<file path="src/rtl/alu_addsub_p_if.sv">
// Operand/result bundle for the decimal floating-point add/subtract unit.
// Handshake: a transfer happens on a rising edge where valid and ready are both 1;
// the producer holds its data stable while valid is high and ready is low.
interface alu_addsub_p_if #(
    parameter int NUM_DIGITS = 8,
    parameter int EXP_WIDTH  = 8
);
    logic                    a_sign_i;
    logic                    b_sign_i;
    logic [EXP_WIDTH-1:0]    a_exp_i;
    logic [EXP_WIDTH-1:0]    b_exp_i;
    logic [4*NUM_DIGITS-1:0] a_sig_i;
    logic [4*NUM_DIGITS-1:0] b_sig_i;
    logic                    a_err_i;
    logic                    b_err_i;
    logic                    op_i;
    logic                    in_valid_i;
    logic                    in_ready_o;
    logic                    res_sign_o;
    logic [EXP_WIDTH-1:0]    res_exp_o;
    logic [4*NUM_DIGITS-1:0] res_sig_o;
    logic                    res_err_o;
    logic                    out_valid_o;
    logic                    out_ready_i;

    modport slave (
        input  a_sign_i, b_sign_i, a_exp_i, b_exp_i, a_sig_i, b_sig_i,
        input  a_err_i, b_err_i, op_i, in_valid_i, out_ready_i,
        output in_ready_o, res_sign_o, res_exp_o, res_sig_o, res_err_o, out_valid_o
    );

    modport master (
        output a_sign_i, b_sign_i, a_exp_i, b_exp_i, a_sig_i, b_sig_i,
        output a_err_i, b_err_i, op_i, in_valid_i, out_ready_i,
        input  in_ready_o, res_sign_o, res_exp_o, res_sig_o, res_err_o, out_valid_o
    );
endinterface

</file>
<file path="src/rtl/alu_addsub_p.sv">
// Digit-serial BCD floating-point adder/subtractor: align, add one digit per
// cycle, normalise, round half away from zero, then present a registered result.
module alu_addsub_p #(
    parameter int NUM_DIGITS = 8,
    parameter int EXP_WIDTH  = 8
) (
    input  logic          clk_i,
    input  logic          rst_ni,
    alu_addsub_p_if.slave bus,
    output logic [2:0]    dbg_state_o
);
    localparam int SW = 4 * NUM_DIGITS;
    localparam int XW = SW + 4;
    localparam int RW = XW + 4;
    localparam int IW = $clog2(NUM_DIGITS + 2);
    localparam logic [EXP_WIDTH:0] DMAX    = (EXP_WIDTH+1)'(NUM_DIGITS + 1);
    localparam logic [SW-1:0]      OVF_SIG = SW'(1) << (4 * (NUM_DIGITS - 1));

    typedef enum logic [2:0] {
        S_IDLE, S_ALIGN, S_ADD, S_NORM, S_ROUND, S_DONE
    } state_t;

    state_t                state_q, state_d;
    logic [XW-1:0]         a_x_q, a_x_d, b_x_q, b_x_d;
    logic [EXP_WIDTH-1:0]  a_exp_q, a_exp_d, b_exp_q, b_exp_d;
    logic                  a_sign_q, a_sign_d, b_sign_q, b_sign_d;
    logic                  a_ge_q, a_ge_d, cy_q, cy_d;
    logic [IW-1:0]         idx_q, idx_d;
    logic [RW-1:0]         r_q, r_d;
    logic                  res_sign_q, res_sign_d, res_err_q, res_err_d;
    logic [EXP_WIDTH-1:0]  res_exp_q, res_exp_d;
    logic [SW-1:0]         res_sig_q, res_sig_d;

    logic [3:0]            da, db, dig;
    logic [4:0]            s5, lhs, rhs;
    logic                  cy_new;
    logic [SW-1:0]         rnd_sig, fin_sig;
    logic                  rnd_c, fin_err;
    logic [EXP_WIDTH-1:0]  fin_exp, d_exp;

    assign bus.in_ready_o  = (state_q == S_IDLE);
    assign bus.out_valid_o = (state_q == S_DONE);
    assign bus.res_sign_o  = res_sign_q;
    assign bus.res_exp_o   = res_exp_q;
    assign bus.res_sig_o   = res_sig_q;
    assign bus.res_err_o   = res_err_q;
    assign dbg_state_o     = state_q;

    // One digit of the running sum/difference; subtraction is always larger minus smaller.
    always_comb begin
        da     = a_x_q[4*idx_q +: 4];
        db     = b_x_q[4*idx_q +: 4];
        dig    = 4'h0;
        cy_new = 1'b0;
        s5     = '0;
        lhs    = '0;
        rhs    = '0;
        if (a_sign_q == b_sign_q) begin
            s5 = {1'b0, da} + {1'b0, db} + {4'b0, cy_q};
            if (s5 >= 5'd10) begin
                dig    = 4'(s5 - 5'd10);
                cy_new = 1'b1;
            end else begin
                dig = s5[3:0];
            end
        end else begin
            lhs = a_ge_q ? {1'b0, da} : {1'b0, db};
            rhs = (a_ge_q ? {1'b0, db} : {1'b0, da}) + {4'b0, cy_q};
            if (lhs < rhs) begin
                dig    = 4'(lhs + 5'd10 - rhs);
                cy_new = 1'b1;
            end else begin
                dig = 4'(lhs - rhs);
            end
        end
    end

    // BCD increment of the significand; rnd_c set means it was all nines.
    always_comb begin
        rnd_sig = r_q[XW-1:4];
        rnd_c   = 1'b1;
        for (int i = 0; i < NUM_DIGITS; i++) begin
            if (rnd_c) begin
                if (r_q[4*(i+1) +: 4] == 4'd9) begin
                    rnd_sig[4*i +: 4] = 4'd0;
                end else begin
                    rnd_sig[4*i +: 4] = r_q[4*(i+1) +: 4] + 4'd1;
                    rnd_c = 1'b0;
                end
            end
        end
    end

    always_comb begin
        state_d    = state_q;
        a_x_d      = a_x_q;
        b_x_d      = b_x_q;
        a_exp_d    = a_exp_q;
        b_exp_d    = b_exp_q;
        a_sign_d   = a_sign_q;
        b_sign_d   = b_sign_q;
        a_ge_d     = a_ge_q;
        cy_d       = cy_q;
        idx_d      = idx_q;
        r_d        = r_q;
        res_sign_d = res_sign_q;
        res_exp_d  = res_exp_q;
        res_sig_d  = res_sig_q;
        res_err_d  = res_err_q;
        fin_sig    = r_q[XW-1:4];
        fin_exp    = a_exp_q;
        fin_err    = 1'b0;
        d_exp      = (a_exp_q > b_exp_q) ? (a_exp_q - b_exp_q) : (b_exp_q - a_exp_q);

        case (state_q)
            S_IDLE: begin
                if (bus.in_valid_i) begin
                    a_x_d    = {bus.a_sig_i, 4'h0};
                    b_x_d    = {bus.b_sig_i, 4'h0};
                    a_exp_d  = bus.a_exp_i;
                    b_exp_d  = bus.b_exp_i;
                    a_sign_d = bus.a_sign_i;
                    b_sign_d = bus.b_sign_i ^ bus.op_i;
                    if (bus.a_err_i || bus.b_err_i) begin
                        res_err_d  = 1'b1;
                        res_sign_d = 1'b0;
                        res_exp_d  = '0;
                        res_sig_d  = '0;
                        state_d    = S_DONE;
                    end else begin
                        state_d = S_ALIGN;
                    end
                end
            end
            S_ALIGN: begin
                if (a_exp_q == b_exp_q) begin
                    a_ge_d  = (a_x_q >= b_x_q);
                    idx_d   = '0;
                    cy_d    = 1'b0;
                    r_d     = '0;
                    state_d = S_ADD;
                end else if (a_exp_q > b_exp_q) begin
                    if ({1'b0, d_exp} > DMAX) begin
                        b_x_d   = '0;
                        b_exp_d = a_exp_q;
                    end else begin
                        b_x_d   = b_x_q >> 4;
                        b_exp_d = b_exp_q + EXP_WIDTH'(1);
                    end
                end else begin
                    if ({1'b0, d_exp} > DMAX) begin
                        a_x_d   = '0;
                        a_exp_d = b_exp_q;
                    end else begin
                        a_x_d   = a_x_q >> 4;
                        a_exp_d = a_exp_q + EXP_WIDTH'(1);
                    end
                end
            end
            S_ADD: begin
                r_d[4*idx_q +: 4] = dig;
                cy_d  = cy_new;
                idx_d = idx_q + IW'(1);
                if (idx_q == IW'(NUM_DIGITS)) begin
                    r_d[RW-1 -: 4] = (a_sign_q == b_sign_q) ? {3'b0, cy_new} : 4'h0;
                    state_d        = S_NORM;
                end
            end
            S_NORM: begin
                if (r_q[RW-1 -: 4] != 4'h0) begin
                    if (&a_exp_q) begin
                        res_err_d  = 1'b1;
                        res_sign_d = 1'b0;
                        res_exp_d  = '0;
                        res_sig_d  = '0;
                        state_d    = S_DONE;
                    end else begin
                        r_d     = r_q >> 4;
                        a_exp_d = a_exp_q + EXP_WIDTH'(1);
                    end
                end else if (a_exp_q != '0 && r_q[XW-1 -: 4] == 4'h0 && r_q[XW-1:0] != '0) begin
                    r_d     = {4'h0, r_q[XW-5:0], 4'h0};
                    a_exp_d = a_exp_q - EXP_WIDTH'(1);
                end else begin
                    state_d = S_ROUND;
                end
            end
            S_ROUND: begin
                if (r_q[3:0] >= 4'd5) begin
                    if (!rnd_c) begin
                        fin_sig = rnd_sig;
                    end else if (&a_exp_q) begin
                        fin_err = 1'b1;
                    end else begin
                        fin_sig = OVF_SIG;
                        fin_exp = a_exp_q + EXP_WIDTH'(1);
                    end
                end
                res_err_d = fin_err;
                if (fin_err || fin_sig == '0) begin
                    res_sign_d = 1'b0;
                    res_exp_d  = '0;
                    res_sig_d  = '0;
                end else begin
                    res_sign_d = a_ge_q ? a_sign_q : b_sign_q;
                    res_exp_d  = fin_exp;
                    res_sig_d  = fin_sig;
                end
                state_d = S_DONE;
            end
            S_DONE: begin
                if (bus.out_ready_i) begin
                    state_d = S_IDLE;
                end
            end
            default: state_d = S_IDLE;
        endcase
    end

    always_ff @(posedge clk_i or negedge rst_ni) begin
        if (!rst_ni) begin
            state_q    <= S_IDLE;
            a_x_q      <= '0;
            b_x_q      <= '0;
            a_exp_q    <= '0;
            b_exp_q    <= '0;
            a_sign_q   <= 1'b0;
            b_sign_q   <= 1'b0;
            a_ge_q     <= 1'b0;
            cy_q       <= 1'b0;
            idx_q      <= '0;
            r_q        <= '0;
            res_sign_q <= 1'b0;
            res_exp_q  <= '0;
            res_sig_q  <= '0;
            res_err_q  <= 1'b0;
        end else begin
            state_q    <= state_d;
            a_x_q      <= a_x_d;
            b_x_q      <= b_x_d;
            a_exp_q    <= a_exp_d;
            b_exp_q    <= b_exp_d;
            a_sign_q   <= a_sign_d;
            b_sign_q   <= b_sign_d;
            a_ge_q     <= a_ge_d;
            cy_q       <= cy_d;
            idx_q      <= idx_d;
            r_q        <= r_d;
            res_sign_q <= res_sign_d;
            res_exp_q  <= res_exp_d;
            res_sig_q  <= res_sig_d;
            res_err_q  <= res_err_d;
        end
    end
endmodule

</file>
<file path="src/flat_wrapper.sv">
// flat-port wrapper written by rule: the top's interface ports become plain ports
module alu_addsub_p_flat 
#(
    parameter int NUM_DIGITS = 8,
    parameter int EXP_WIDTH  = 8
)
  (clk_i, rst_ni, dbg_state_o, bus_a_sign_i, bus_b_sign_i, bus_a_exp_i, bus_b_exp_i, bus_a_sig_i, bus_b_sig_i, bus_a_err_i, bus_b_err_i, bus_op_i, bus_in_valid_i, bus_out_ready_i, bus_in_ready_o, bus_res_sign_o, bus_res_exp_o, bus_res_sig_o, bus_res_err_o, bus_out_valid_o);
  alu_addsub_p_if #(.NUM_DIGITS(NUM_DIGITS), .EXP_WIDTH(EXP_WIDTH)) bus_i ();
  input  logic clk_i;
  input  logic rst_ni;
  output logic [2:0] dbg_state_o;
  input wire logic [$bits(bus_i.a_sign_i)-1:0] bus_a_sign_i;
  input wire logic [$bits(bus_i.b_sign_i)-1:0] bus_b_sign_i;
  input wire logic [$bits(bus_i.a_exp_i)-1:0] bus_a_exp_i;
  input wire logic [$bits(bus_i.b_exp_i)-1:0] bus_b_exp_i;
  input wire logic [$bits(bus_i.a_sig_i)-1:0] bus_a_sig_i;
  input wire logic [$bits(bus_i.b_sig_i)-1:0] bus_b_sig_i;
  input wire logic [$bits(bus_i.a_err_i)-1:0] bus_a_err_i;
  input wire logic [$bits(bus_i.b_err_i)-1:0] bus_b_err_i;
  input wire logic [$bits(bus_i.op_i)-1:0] bus_op_i;
  input wire logic [$bits(bus_i.in_valid_i)-1:0] bus_in_valid_i;
  input wire logic [$bits(bus_i.out_ready_i)-1:0] bus_out_ready_i;
  output wire logic [$bits(bus_i.in_ready_o)-1:0] bus_in_ready_o;
  output wire logic [$bits(bus_i.res_sign_o)-1:0] bus_res_sign_o;
  output wire logic [$bits(bus_i.res_exp_o)-1:0] bus_res_exp_o;
  output wire logic [$bits(bus_i.res_sig_o)-1:0] bus_res_sig_o;
  output wire logic [$bits(bus_i.res_err_o)-1:0] bus_res_err_o;
  output wire logic [$bits(bus_i.out_valid_o)-1:0] bus_out_valid_o;
  assign bus_i.a_sign_i = bus_a_sign_i;
  assign bus_i.b_sign_i = bus_b_sign_i;
  assign bus_i.a_exp_i = bus_a_exp_i;
  assign bus_i.b_exp_i = bus_b_exp_i;
  assign bus_i.a_sig_i = bus_a_sig_i;
  assign bus_i.b_sig_i = bus_b_sig_i;
  assign bus_i.a_err_i = bus_a_err_i;
  assign bus_i.b_err_i = bus_b_err_i;
  assign bus_i.op_i = bus_op_i;
  assign bus_i.in_valid_i = bus_in_valid_i;
  assign bus_i.out_ready_i = bus_out_ready_i;
  assign bus_in_ready_o = bus_i.in_ready_o;
  assign bus_res_sign_o = bus_i.res_sign_o;
  assign bus_res_exp_o = bus_i.res_exp_o;
  assign bus_res_sig_o = bus_i.res_sig_o;
  assign bus_res_err_o = bus_i.res_err_o;
  assign bus_out_valid_o = bus_i.out_valid_o;
  alu_addsub_p #(.NUM_DIGITS(NUM_DIGITS), .EXP_WIDTH(EXP_WIDTH)) u_core (.clk_i(clk_i), .rst_ni(rst_ni), .bus(bus_i), .dbg_state_o(dbg_state_o));
endmodule
</file>
<file path="config.mk">
export PLATFORM = sky130hd
export DESIGN_NAME = alu_addsub_p_flat
export DESIGN_NICKNAME = d
export VERILOG_FILES = /design/src/rtl/alu_addsub_p_if.sv /design/src/rtl/alu_addsub_p.sv /design/src/flat_wrapper.sv
export SDC_FILE = /design/constraint.sdc
export NUM_CORES = 1
export LEC_CHECK = 0
export ABC_AREA = 1
export CORE_MARGIN = 5
export CORE_UTILIZATION = 40
export DETAILED_ROUTE_END_ITERATION = 10
export SYNTH_ARGS = -nofsm -noshare
export SYNTH_HDL_FRONTEND = slang
export SYNTH_SLANG_ARGS = --single-unit
export TNS_END_PERCENT = 10
</file>
<file path="constraint.sdc">
create_clock -name clk_i -period 4.52 [get_ports clk_i]
set_input_delay 0.904 -clock clk_i [delete_from_list [all_inputs] [get_ports clk_i]]
set_output_delay 0.904 -clock clk_i [all_outputs]
set_load 0.01 [all_outputs]
</file>
### Yosys cells after proc, flatten, opt, wreduce, memory -nomap -nowiden

Cells that the tools add are included.

| word-level totals | value |
|---|---|
| register bits after elaboration | 181 |
| input port bits | 89 |
| output and inout bits | 47 |

| operators by class | value |
|---|---|
| add/sub/neg operators | 22 |
| magnitude comparators | 6 |
| equal/unequal tests | 30 |
| shift-type cells | 4 |
| muxes and demuxes | 117 |
| bitwise operators | 1 |
| reductions and logical operators | 25 |

Operators with widths:

| operator | count |
|---|---|
| $mux 32 | 11 |
| $mux 36 | 6 |
| $mux 40 | 4 |
| $mux 8 | 19 |
| $pmux 36 s2 | 2 |
| $pmux 40 s3 | 1 |
| $pmux 32 s3 | 1 |
| $mux 4 | 22 |
| $shiftx 36x7->4 | 2 |
| $pmux 8 s3 | 2 |
| $bwmux 40 | 1 |
| $shift 4x34->40 const A | 1 |
| $shiftx 4x34->40 | 1 |
| $add 4x1->4 const B | 9 |
| $eq 4x4->1 const B | 9 |
| $ge 36x36->1 | 1 |
| $reduce_bool 36->1 | 1 |
| $mux 1 | 34 |
| $neg 6->34 | 1 |
| $logic_not 32->1 | 1 |
| $mux 3 | 8 |
| $pmux 3 s6 | 1 |
| $add 8x1->8 const B | 2 |
| $pmux 8 s2 | 1 |
| other kinds (40) | 64 |

### Longest topological paths before layout

| logic depth | value |
|---|---|
| depth in word-level cells | 16 |
| depth in mapped cells | 31 |

### Least setup slack after synthesis

No wires, ideal clock.

| path | value |
|---|---|
| kind | register to register |
| from | register u_core.idx_q[0] |
| to | register u_core.r_q[3] |
| setup time | 0.130 ns |
| arrival time | 4.365 ns |
| setup slack | 0.025 ns |
| stages on the path, launching flop included | 30 |
| cells stage by stage | dfrtp_1 > buf_2 > clkinv_1 > buf_2 > clkbuf_1 > buf_1 > a21oi_1 > o21ai_0 > nand3_1 > nand3_1 > o21ai_0 > nand2_1 > o21ai_0 > ha_1 > ha_1 > ha_1 > inv_1 > ha_1 > fa_1 > xnor2_1 > xor2_1 > inv_1 > nand2_1 > nand3_1 > nand2_1 > nand2_1 > nand2_1 > o21ai_0 > nand2_1 > o21ai_0 |

| between the ends | value |
|---|---|
| cells in the longest elaborated chain, start to end | 9 |
| elaborated cells between the ends (all ways) | 21 |
| those cells by class | 8 x add/sub; 2 x order compare; 4 x shift; 7 x mux |

RTL lines:

| element | RTL line | text |
|---|---|---|
| start: declaration | alu_addsub_p.sv:28 | `logic [IW-1:0] idx_q, idx_d;` |
| start signal: assignment | alu_addsub_p.sv:247 | `idx_q <= idx_d;` |
| $shiftx 36x7->4, on equally long branches | alu_addsub_p.sv:51, alu_addsub_p.sv:52 |  |
| $add 4x4->5 (tied with other cells) | alu_addsub_p.sv:59 | `s5 = {1'b0, da} + {1'b0, db} + {4'b0, cy_q};` |
| $add 5x1->5 (tied with other cells) | alu_addsub_p.sv:59 |  |
| $sub 4x4->4 (tied with other cells) | alu_addsub_p.sv:61 | `dig = 4'(s5 - 5'd10);` |
| $mux 4, on equally long branches | alu_addsub_p.sv:60, alu_addsub_p.sv:69 |  |
| $mux 4 | alu_addsub_p.sv:58 | `if (a_sign_q == b_sign_q) begin` |
| $shiftx 4x34->40 | alu_addsub_p.sv:161 | `r_d[4*idx_q +: 4] = dig;` |
| $bwmux 40 (*) | alu_addsub_p.sv:161 |  |
| $pmux 40 s3 (*) | alu_addsub_p.sv:115 | `case (state_q)` |
| end signal: assignment | alu_addsub_p.sv:248 | `r_q <= r_d;` |
| end: declaration | alu_addsub_p.sv:29 | `logic [RW-1:0] r_q, r_d;` |

Every way passes the cells marked *; elsewhere a longest branch is shown, timed or not.
A chain may end at the register's enable or synchronous reset.

### Worst setup path in the final report

| path | value |
|---|---|
| from | register u_core.idx_q[1] |
| to | register u_core.r_q[3] |

Same word-level chain as after synthesis.

==> reports/results.ini <==
[outcome]
status=completed

[power]
p_total_mw=10.7
peakVddDrop_v=0.000655
p_leak_nw=7.87
p_per_area_nw_per_um2=647

[floorplanning]
start_util_pct=40.7
core_area_um2=34600
die_h_um=198
die_w_um=198
ios=136
row_count=68
dieArea_um2=39100

[grt]
overflow=0
antenna_found_initial=0
grt_usage_pct=24.7
first_global_vias=13800
grt_pass1_wl_um=77000
grt_max_degree=131

[timing]
relSlewSlack_pct=27.4
worst_pin_slew_ps=1090
slew_violations=0
fin_ws_ps=329
setup_viol=0
max_freq_ghz=0.239
fin_crit_sh_pct=92.7
setup_tns_ps=0
finalCriticalPeriod_ps=4190
hold_slack_ps=477
hold_viol=0
skew_ps=11.5

[place]
dpl_worst_slack_ps=164
gp_congestion=0.959
place.port_buffers=135
post-dp-hpwl_um=37000
placed_area_um2=15900

[flow_run]
drv_cap=0

[drt]
ant_nets=0
drt_pass1_iterations=8
wire_per_inst_um=18.6
routed_wl_um=48700
drc_errors=0
vias_per_cell=5.58
num_vias=14600
drt_first_iter_violations=1417

[synth]
synth_common_cells=nand2_1 (515), inv_1 (218), nand3_1 (193), a21oi_1 (192), dfrtp_1 (181)
synth_cells=2058
synth_top_area_share_pct=32.1
synth_edf_count=0
ys_top_cells_by_area=dfrtp_1 (32%), nand2_1 (14%), nand3_1 (6.9%)
synth_ff_type=dfrtp_1
async_reset_ff_share_pct=100
syn_area_um2=14100
netlist-cell-type-count=49
synth-seq-cells=181
yosys_warnings=0
syn_area_per_cell_um2=6.85
synth_most_common_cell=nand2_1
synth_nets=2227
yosys.area.top_type=dfrtp_1
yosysSeqAreaShare_pct=32.1

[clocking]
clk-insertion-delay-late_ps=460
cts_tree=yes
numCtsBuffers=17
clkSinkCount=181
path_clk_slew_ps=70
ctsHoldBuffers=0
cts_buffer_depth=2
ctsRootBufferMaster=clkbuf_16
h-tree-depth=4

[layout]
areaGrowthSynthToFinish_pct=17.7
nFillCells=3592
diodes=0
fin_area_um2=16600
final_nets=2316
drive_gt1_share_pct=5.75

[setup_path]
required_ps=4850
critPathCaptureType=register
startpoint_type=register
critPathArrivalTime_ps=4520
path_max_fanout=12
critPathKind=register to register

[min_path]
hold_class=register to register

## cell families after synthesis
logic type | count (synthesis) | synth area share [%]
compound gates | 482 | 19.5
fa+ha+maj | 80 | 7.42
buf+inv | 342 | 9.49
xor+xnor | 41 | 2.55
simple gates | 931 | 28.8
mux | 1 | 0.0799
flops | 181 | 32.1
## layout make-up
cell class                      count  area, um2  share of cell area (%)
Clock inverter                      9        154                   0.928
Inverter                          239        901                    5.43
Sequential cell                   181       4530                    27.3
Timing Repair Buffer              173       1690                    10.2
Clock buffer                       21        450                    2.72
Tap cell                          455        569                    3.43
Multi-Input combinational cell   1535       8290                    50.0
## sequential cells by signal, summed over array words and instances, names as in the netlist, 3 cells and up
name                  count
u_core.idx_q              4
u_core.r_q               40
u_core.a_exp_q            8
u_core.bus.res_sig_o     32
u_core.a_x_q             36
u_core.dbg_state_o        3
u_core.b_exp_q            8
u_core.bus.res_exp_o      8
u_core.b_x_q             36
## through the flow
| step | util [%] | std cells |
|---|---|---|
| after floorplan | - | 2058 |
| after global placement | 45.9 | 2579 |
| after detailed placement | 45.9 | 2579 |
| after CTS | 47.6 | 2609 |
| after global routing | 47.9 | 2613 |
| final | 47.9 | 2613 |
## cell usage in the layout (no fill, tap or decap), types with 11 or more instances in the layout
cell type	synthesis	routed
inv_2	13	15
o21ai_1	8	11
nand3_1	193	193
nand4_1	29	29
inv_1	218	218
buf_4	6	33
clkbuf_16	0	17
dfrtp_1	181	181
o22ai_1	11	11
nor2_1	138	135
nor4_1	11	11
nor3_1	15	14
a22oi_1	69	69
xor2_1	32	32
clkdlybuf4s50_1	0	134
nand2_1	515	511
o21ai_0	150	145
a21oi_1	192	191
ha_1	74	73
## worst paths after layout
path                                                startpoint                                  end  slack, ps  depth (start not counted)
max                                u_core.idx_q[1]$_DFFE_PN0P_            u_core.r_q[3]$_DFFE_PN0P_        330                         25
min                        u_core.bus.res_exp_o[3]$_DFFE_PN0P_  u_core.bus.res_exp_o[3]$_DFFE_PN0P_        480                          2
max reg2reg                        u_core.idx_q[1]$_DFFE_PN0P_            u_core.r_q[3]$_DFFE_PN0P_        330                         25
min reg2reg                u_core.bus.res_exp_o[3]$_DFFE_PN0P_  u_core.bus.res_exp_o[3]$_DFFE_PN0P_        480                          2
max in group asynchronous                               rst_ni        u_core.a_exp_q[2]$_DFFE_PN0P_       3000                          2
min in group asynchronous                               rst_ni          u_core.b_x_q[7]$_DFFE_PN0P_        610                          1
## repair_timing
| action | 4_1_cts | 5_1_grt |
|---|---|---|
| resized for setup | 0 | 19 |
| endpoints found under the setup margin | 0 | 30 |
| buffers inserted | 0 | 4 |
## power by group
| part | internal (mW) | switching (mW) |
|---|---|---|
| sequential | 2.07 | 0.456 |
| clock | 0.933 | 0.671 |
| combinational | 2.24 | 4.36 |
| total | 5.24 | 5.48 |
## worst max-delay path, cell delays in order (launching register included)
cell        delay [ps]
dfrtp_1            430
clkinvlp_4         260
buf_4              220
a21oi_1            130
o21ai_0            130
nand3_1             90
nand3_1             80
o21ai_1            210
o21ai_0            120
inv_1               80
ha_1               270
ha_1               300
inv_1               50
ha_1               200
fa_1               400
xnor2_2            150
xor2_1             150
inv_1               50
nand2_1             60
nand3_1            130
nand2_2            170
nand2_1             60
nand2_1             70
o21ai_0             70
nand2_1             70
o21ai_0             80
## metal layers
| layer | up-vias | part of all wire [%] | GRT usage, % |
|---|---|---|---|
| met1 | 6888 | 46 | 35.5 |
| li1 | 7079 | - | - |
| met3 | 76 | 7.5 | 5.22 |
| met2 | 550 | 44 | 37.3 |
| met5 | - | 0 | 0 |
| met4 | 0 | 2.4 | 7.88 |
Power figures use the tool's default switching activity.
